===== config.mk =====
export PLATFORM = sky130hd
export DESIGN_NAME = key_encoder83
export DESIGN_NICKNAME = d
export VERILOG_FILES = /design/src/rtl/key_pkg.sv /design/src/rtl/key_debounce.sv /design/src/rtl/key_encoder83.sv
export SDC_FILE = /design/constraint.sdc
export NUM_CORES = 1
export LEC_CHECK = 0
export BUFFER_PORTS_ARGS = -buffer_cell sky130_fd_sc_hd__buf_2
export CORE_UTILIZATION = 45
export CTS_CLUSTER_DIAMETER = 60
export DETAILED_ROUTE_END_ITERATION = 6
export PLACE_DENSITY_LB_ADDON = 0.05
export SYNTH_ARGS = -nofsm -noshare
export SYNTH_HDL_FRONTEND = slang
export SYNTH_SLANG_ARGS = --single-unit

===== constraint.sdc =====
create_clock -name clk -period 2.8 [get_ports clk]
set_input_delay 0.56 -clock clk [delete_from_list [all_inputs] [get_ports clk]]
set_output_delay 0.56 -clock clk [all_outputs]
set_load 0.02 [all_outputs]

===== src/rtl/key_pkg.sv =====
// Shared constants, FSM state encoding and priority helper for the 8-key encoder.
package key_pkg;

    localparam int NKEYS  = 8;
    localparam int CODE_W = 3;

    typedef enum logic {
        ST_IDLE = 1'b0,
        ST_HELD = 1'b1
    } key_state_t;

    // Index of the highest set bit; 0 when nothing is set.
    function automatic logic [CODE_W-1:0] prio8(input logic [NKEYS-1:0] v);
        logic [CODE_W-1:0] r;
        r = '0;
        for (int i = 0; i < NKEYS; i++) begin
            if (v[i]) r = CODE_W'(i);
        end
        return r;
    endfunction

endpackage


===== src/rtl/key_debounce.sv =====
// Two-flop synchronizer plus per-vector debounce; deb only follows a key vector
// that has been stable for DEBOUNCE_CYCLES consecutive synchronized samples.
module key_debounce
    import key_pkg::*;
#(
    parameter int DEBOUNCE_CYCLES = 16,
    parameter int CNT_W           = 16
) (
    input  logic             clk,
    input  logic             rst_n,
    input  logic [NKEYS-1:0] keys,
    output logic [NKEYS-1:0] deb
);

    localparam logic [CNT_W-1:0] CNT_MAX = CNT_W'(DEBOUNCE_CYCLES - 1);

    logic [NKEYS-1:0] s1, keys_s, cand;
    logic [CNT_W-1:0] cnt;

    always_ff @(posedge clk) begin
        if (!rst_n) begin
            s1     <= '0;
            keys_s <= '0;
            cand   <= '0;
            cnt    <= '0;
            deb    <= '0;
        end else begin
            s1     <= keys;
            keys_s <= s1;
            cand   <= keys_s;
            if (keys_s != cand) begin
                cnt <= '0;
            end else if (cnt == CNT_MAX) begin
                deb <= cand;
            end else begin
                cnt <= cnt + 1'b1;
            end
        end
    end

endmodule


===== src/rtl/key_encoder83.sv =====
// Debounced 8-to-3 priority encoder with registered code/valid/multi and
// one-cycle press/release strobes.
module key_encoder83
    import key_pkg::*;
#(
    parameter int DEBOUNCE_CYCLES = 16,
    parameter int CNT_W           = 16
) (
    input  logic              clk,
    input  logic              rst_n,
    input  logic [NKEYS-1:0]  keys,
    output logic [CODE_W-1:0] code,
    output logic              valid,
    output logic              press,
    output logic              released,
    output logic              multi
);

    logic [NKEYS-1:0]  deb;
    logic [CODE_W-1:0] deb_code;
    logic              deb_multi;

    key_state_t        state, state_nxt;
    logic [CODE_W-1:0] code_nxt;
    logic              valid_nxt, press_nxt, released_nxt, multi_nxt;

    key_debounce #(
        .DEBOUNCE_CYCLES (DEBOUNCE_CYCLES),
        .CNT_W           (CNT_W)
    ) u_deb (
        .clk   (clk),
        .rst_n (rst_n),
        .keys  (keys),
        .deb   (deb)
    );

    assign deb_code  = prio8(deb);
    assign deb_multi = ($countones(deb) >= 2);

    always_ff @(posedge clk) begin
        if (!rst_n) begin
            state    <= ST_IDLE;
            code     <= '0;
            valid    <= 1'b0;
            press    <= 1'b0;
            released <= 1'b0;
            multi    <= 1'b0;
        end else begin
            state    <= state_nxt;
            code     <= code_nxt;
            valid    <= valid_nxt;
            press    <= press_nxt;
            released <= released_nxt;
            multi    <= multi_nxt;
        end
    end

    always_comb begin
        state_nxt    = state;
        code_nxt     = code;
        valid_nxt    = valid;
        press_nxt    = 1'b0;
        released_nxt = 1'b0;
        multi_nxt    = 1'b0;
        case (state)
            ST_IDLE: begin
                valid_nxt = 1'b0;
                if (deb != '0) begin
                    code_nxt  = deb_code;
                    valid_nxt = 1'b1;
                    press_nxt = 1'b1;
                    multi_nxt = deb_multi;
                    state_nxt = ST_HELD;
                end
            end
            ST_HELD: begin
                if (deb == '0) begin
                    // code keeps the last key so consumers can see what was released
                    valid_nxt    = 1'b0;
                    released_nxt = 1'b1;
                    state_nxt    = ST_IDLE;
                end else begin
                    valid_nxt = 1'b1;
                    multi_nxt = deb_multi;
                    if (deb_code != code) begin
                        code_nxt  = deb_code;
                        press_nxt = 1'b1;
                    end
                end
            end
            default: state_nxt = ST_IDLE;
        endcase
    end

endmodule

==> qor.yml, run 1 <==
cts_root_buf: "clkbuf_8"
dp_cells: 312
fin_ws_ps: -70.8
synth.net_count: 249
p_per_area_nw_per_um2: 506
final_cell_mix: "dfxtp_1 (52), and2_1 (24), nor2_1 (20)"
drc: 0
drtAntennaViolNets: 0
crit_fanout: 2
drtIter0Drc: 55
vias: 1505
p_sw_share_pct: 23.2
grt_first_pass_wirelength_um: 6000
outcome: "finished, violations left"
finalCritPeriodShare_pct: 103
grtUsageTotal_pct: 14.8
power.total_mw: 1.31
initial_core_util_pct: 47.5
drive_gt1_share_pct: 19.8
synth_fa_ha_area_share_pct: 6.23
placementRows: 25
busiest_layer: "met2"
p_int_mw: 1.00
post_cts_buffers: 0
synth-seq-area-share_pct: 48.1
crit_type: "reg -> reg"
seqPwrFrac_pct: 61.7
maxSlewViolCount: 0
grt_pass1_vias: 1322
grt.overflow.total: 0
final_common_cell: "dfxtp_1"
cts-buffers-inserted: 5
first_pass_iters: 4
max_clock_freq_ghz: 0.348
ctsHoldBuffers: 0
power_frac_comb_pct: 3.6
violations: "negative setup slack"
die_w_um: 73.3
clock_latency_ps: 310
worstMarginPinSlew_ps: 717
met2_usage_pct: 21.9
diodes: 0
clock_power_share_pct: 34.7
hold_viol: 0
wl_um: 3410
ios: 17
dp_hpwl_um: 2400
antenna_found_initial: 0
min_period_ps: 2870
report.final.setup_viol: 1
min_path_type: "reg -> reg"
min_path_cells: 1
maxCapViolCount: 0
yosysWarnings: 0
clockBufferDepth: 2
die-height_um: 73.3
cellLeakagePower_nw: 1.02
synth_xor_area_share_pct: 9.95
post_drt_wl_per_cell_um: 10.7
required_ps: 3010
nNetsFinal: 271
synth_cell_types: 35
synth_top_family_by_area: "simple AND/OR/NAND/NOR gates"
clkSinkCount: 55
syn2layout_area_growth_pct: 12.7
syn_area_sq_um: 2290
synthMuxAreaShare_pct: 0.929
synth_area_per_cell_sq_um: 9.96
synth-simple-area-share_pct: 26.1
vias_per_cell: 4.70
fin_skew_ps: 7.13
ir_drop_mv: 0.295
fin_cells: 320
cp.arrival_ps: 3080
cts.htree.levels: 2
worst_slew_margin_rel_pct: 51.8
die_area_sq_um: 5380
grt_setup_unrepaired: "yes"
grt_max_degree: 46
synth_compound_area_share_pct: 4.75
startpoint_type: "register"
gp_congestion: 0.720
r2r_slack_ps: -70
cts.reportedPaths.clkPinSlew_ps: 100
switchingPower_mw: 0.302
core_area_sq_um: 4820
port_buffers: 16
reg2regPathDepth: 11
syn_inst: 230
grtUsageMet1_pct: 20.2
synth-seq-cells: 55
end_kind: "register"
use_met3_pct: 4.12
tritoncts: "done"
[layout make-up]
class | instances | area, sq um
tap | 67 | 83.8
clock inverter | 3 | 26.3
timing repair buffer | 22 | 125
sequential | 55 | 1100
clock buffer | 5 | 68.8
multi-input combinational | 153 | 1110
fill | 487 | 2240
inverter | 15 | 56.3
[power groups by stage]
stage | clock network, mW | logic [mW] | registers, mW
finish | 0.453 | 0.0476 | 0.805
global route | 0.511 | 0.0554 | 0.807
CTS | 0.480 | 0.0492 | 0.805
detailed placement | 0 | 0.0491 | 0.823
global placement | 0 | 0.0485 | 0.823
floorplan | 0 | 0.0367 | 0.822
[worst max-delay path, stage by stage (launching register included)]
cell and delay (ps):
dfxtp_2 340, inv_2 40, fa_1 560, fa_1 430, fa_1 430, inv_1 60, ha_2 170, inv_2 40
fa_2 340, a211oi_2 150, mux2_4 170, a21oi_2 40
[cells in the mapped netlist, drive strengths merged]
| cell type | number | area (sq um) |
|---|---|---|
| a211oi | 1 | 7.51 |
| a21boi | 1 | 7.51 |
| a21oi | 3 | 15.0 |
| a221oi | 1 | 8.76 |
| a41oi | 1 | 8.76 |
| and2 | 24 | 150 |
| and3 | 5 | 31.3 |
| and4 | 1 | 8.76 |
| buf | 2 | 16.3 |
| clkbuf | 5 | 18.8 |
| dfxtp | 55 | 1100 |
| fa | 4 | 80.1 |
| ha | 5 | 62.6 |
| inv | 15 | 56.3 |
| mux2 | 1 | 11.3 |
| mux2i | 1 | 10.0 |
| nand2 | 19 | 71.3 |
| nand2b | 1 | 6.26 |
| nand3 | 12 | 60.1 |
| nand4 | 6 | 58.8 |
| nor2 | 20 | 75.1 |
| nor2b | 1 | 6.26 |
| nor3 | 2 | 10.0 |
| nor3b | 2 | 15.0 |
| nor4 | 6 | 104 |
| o21ai | 9 | 52.6 |
| o311ai | 1 | 8.76 |
| xnor2 | 15 | 131 |
| xor2 | 11 | 96.3 |
[sequential cells by signal, summed over array words and instances, names as in the netlist]
signal        count
u_deb.cnt        16
press             1
u_deb.s1          8
multi             1
code              3
state             1
u_deb.cand        8
u_deb.deb         8
u_deb.keys_s      8
released          1
[final timing paths]
check,from,endpoint
hold / removal,u_deb.s1[5]$_SDFF_PN0_,u_deb.keys_s[5]$_SDFF_PN0_
hold reg to reg,u_deb.s1[5]$_SDFF_PN0_,u_deb.keys_s[5]$_SDFF_PN0_
setup / recovery,u_deb.deb[3]$_SDFFE_PN0P_,multi$_SDFF_PN0_
setup reg to reg,u_deb.deb[3]$_SDFFE_PN0P_,multi$_SDFF_PN0_
[repair_timing]
item,4_1_cts,5_1_grt
endpoints found under the setup margin,1,1
pin swaps,2,0
resized for setup,3,2
[cells by family (layout without fill, tap and decap cells)]
group,count (synthesis),in the layout
AO/OA/AOI/OAI,17,17
flip-flops,55,55
multiplexers,2,2
buffers and inverters,22,45
AND/OR/NAND/NOR,99,99
XOR/XNOR,26,26
adder cells (fa/ha/maj),9,9
[layer usage]
metal | part of all wire [%] | vias to the layer above
met5 | 0 | -
met4 | 1.7 | 0
met3 | 4.3 | 7
met2 | 43 | 33
met1 | 51 | 666
li1 | - | 799
[per-stage QoR]
step / area, sq um / setup slack, ps / util (%) / hold WS, ps / setup TNS, ps
2_1_floorplan: 2300 / -42.0 / - / 412 / -42.0
3_3_place_gp: 2480 / -68.1 / 51.5 / 414 / -68.1
3_5_place_dp: 2480 / -149 / 51.5 / 419 / -149
4_1_cts: 2570 / -84.1 / 53.5 / 430 / -84.1
5_1_grt: 2580 / -179 / 53.6 / 423 / -179
6_report: 2580 / -70.8 / 53.6 / 441 / -70.8
Note: power is estimated with default switching activity, not from simulation.
==> run 2: changes to the inputs <==
Settings changed: CORE_ASPECT_RATIO from default to 0.9, PLACE_DENSITY_LB_ADDON 0.05 to default.
==> qor.yml, run 2 (synthesis results as in run 1) <==
slowest_stage: "fa_1"
worst-path-buf-inv: 3  # unchanged
cellLeakagePower_nw: 1.01  # -0.84%
power.total_mw: 1.27  # -2.5%
hold_viol: 0  # unchanged
outcome: "finished, violations left"
maxCapViolCount: 0  # unchanged
grt.overflow.total: 0  # unchanged
dp_hpwl_um: 2340  # -2.4%
crit_top_cell: "fa_1"
syn2layout_area_growth_pct: 12.1
required_ps: 2990  # -20 ps
holdCritStartpoint: "u_deb.s1[4]$_SDFF_PN0_"
post_drt_wl_per_cell_um: 10.5  # -1.6%
antenna_found_initial: 0  # unchanged
crit_chain: "inv_2 -> fa_1 -> fa_1 -> fa_1 -> inv_1 -> ha_2 -> inv_2 -> fa_2 -> a211oi_2 -> mux2_4 -> a21oi_2"
cts.reportedPaths.clkPinSlew_ps: 90  # about the same
placementRows: 24  # -4.0%
clock_latency_ps: 300  # about the same
nNetsFinal: 271  # unchanged
min_path_cells: 1  # unchanged
violations: "negative setup slack"
die_w_um: 77.2  # +5.3%
vias: 1469  # -2.4%
first_pass_iters: 4  # unchanged
p_per_area_nw_per_um2: 495  # -2.1%
drc: 0  # unchanged
maxSlewViolCount: 0  # unchanged
diodes: 0  # unchanged
worst_slew_margin_rel_pct: 51.2  # -0.68 points
grt_setup_unrepaired: "yes"
grt_max_degree: 46  # unchanged
cp.arrival_ps: 3050  # -30 ps
grtUsageTotal_pct: 14.2  # -0.58 points
drive_gt1_share_pct: 19.4  # -0.32 points
clockBufferDepth: 2  # unchanged
nFillCells: 484  # -0.62%
regMostFlops: "u_deb.cnt"
reg2regPathDepth: 11  # unchanged
grt_pass1_vias: 1350  # +2.1%
wl_um: 3320  # -2.6%
dp_cells: 310  # -0.64%
finalCritPeriodShare_pct: 102  # -0.55 points
r2r-end: "multi$_SDFF_PN0_"
min_path_type: "reg -> reg"
critPathMaxStageDelay_ps: 550  # about the same
crit_type: "reg -> reg"
cts-buffers-inserted: 5  # unchanged
port_buffers: 16  # unchanged
min_to: "u_deb.keys_s[4]$_SDFF_PN0_"
fin_cells: 317  # -0.94%
ios: 17  # unchanged
crit_fanout: 2  # unchanged
min_period_ps: 2860  # -15.3 ps
core_area_sq_um: 4860  # +0.99%
final_common_cell: "dfxtp_1"
worstMarginPinSlew_ps: 727  # +10.1 ps
ctsHoldBuffers: 0  # unchanged
die-height_um: 69.7  # -5.0%
cts.htree.levels: 2  # unchanged
gp_congestion: 0.756  # +5.1%
report.final.setup_viol: 1  # unchanged
cp_top_family: "adder cells"
max_clock_freq_ghz: 0.350  # +0.54%
tritoncts: "done"
fin_skew_ps: 7.19  # +0.0610 ps
ir_drop_mv: 0.327  # +11%
grt_first_pass_wirelength_um: 6110  # +1.8%
clkSinkCount: 55  # unchanged
final_cell_mix: "dfxtp_1 (52), and2_1 (24), nor2_1 (20)"
die_area_sq_um: 5380  # about the same
r2r_start: "u_deb.deb[3]$_SDFFE_PN0P_"
largest_register_ff_count: 16  # unchanged
initial_core_util_pct: 47.1  # -0.46 points
fin_ws_ps: -55.5  # +15.3 ps
end_kind: "register"
drtAntennaViolNets: 0  # unchanged
startpoint_type: "register"
drtIter0Drc: 29  # -47%
cts_root_buf: "clkbuf_8"
r2r_slack_ps: -60  # +20 ps
vias_per_cell: 4.63  # -1.5%
-- run 2: worst max-delay path by stage --
stage | slack, ps | cells after the start | end | startpoint
2_1_floorplan | -40 | 11 | multi$_SDFF_PN0_ | u_deb.deb[0]$_SDFFE_PN0P_
3_3_place_gp | -60 | 11 | multi$_SDFF_PN0_ | u_deb.deb[0]$_SDFFE_PN0P_
3_5_place_dp | -120 | 11 | multi$_SDFF_PN0_ | u_deb.deb[0]$_SDFFE_PN0P_
4_1_cts | -70 | 11 | multi$_SDFF_PN0_ | u_deb.deb[3]$_SDFFE_PN0P_
5_1_grt | -210 | 11 | multi$_SDFF_PN0_ | u_deb.deb[3]$_SDFFE_PN0P_
6_report | -60 | 11 | multi$_SDFF_PN0_ | u_deb.deb[3]$_SDFFE_PN0P_
-- run 2: worst reg2reg max path, stage by stage (launching register included) --
cell	delay [ps]
dfxtp_2	340
inv_2	40
fa_1	550
fa_1	430
fa_1	430
inv_1	60
ha_2	170
inv_2	40
fa_2	340
a211oi_2	140
mux2_4	170
a21oi_2	40
-- run 2: what timing repair did --
item / 4_1_cts / 5_1_grt
gates cloned: 0 / 0
buffers inserted: 0 / 0
setup endpoints to repair: 1 / 1
gates resized for setup: 4 / 1
pin swaps: 2 / 0
-- run 2: power breakdown --
group	internal, mW	switching [mW]	total, mW
clock network	0.175	0.245	0.419
registers	0.797	0.00827	0.805
logic	0.0214	0.0262	0.0476
-- run 2: cell type report --
class                      count  area, sq um  area share [%]
clock buffer                   5         68.8            2.68
clock inverter                 2         16.3           0.634
inverter                      15         56.3            2.19
multi-input combinational    153         1110            43.4
sequential                    55         1100            43.0
tap                           65         81.3            3.17
timing repair buffer          22          125            4.87
-- run 2: routing by layer --
layer	GRT usage (%)	vias up	wire length, um
met1	19.7	643	1840
met4	5.66	0	43
met2	20.6	25	1320
met3	4.08	5	117
met5	0	-	0
li1	-	796	-
-- run 2: per-stage QoR --
| step | hold WS [ps] | area (sq um) | worst slack, ps | utilization [%] | setup TNS (ps) |
|---|---|---|---|---|---|
| final | 439 | 2570 | -55.5 | 52.8 | -55.5 |
| after detailed placement | 418 | 2480 | -119 | 50.9 | -119 |
| after global placement | 414 | 2480 | -63.7 | 50.9 | -63.7 |
| after global routing | 440 | 2570 | -214 | 52.8 | -214 |
| after floorplan | 412 | 2300 | -42.0 | - | -42.0 |
| after CTS | 442 | 2570 | -73.2 | 52.8 | -73.2 |
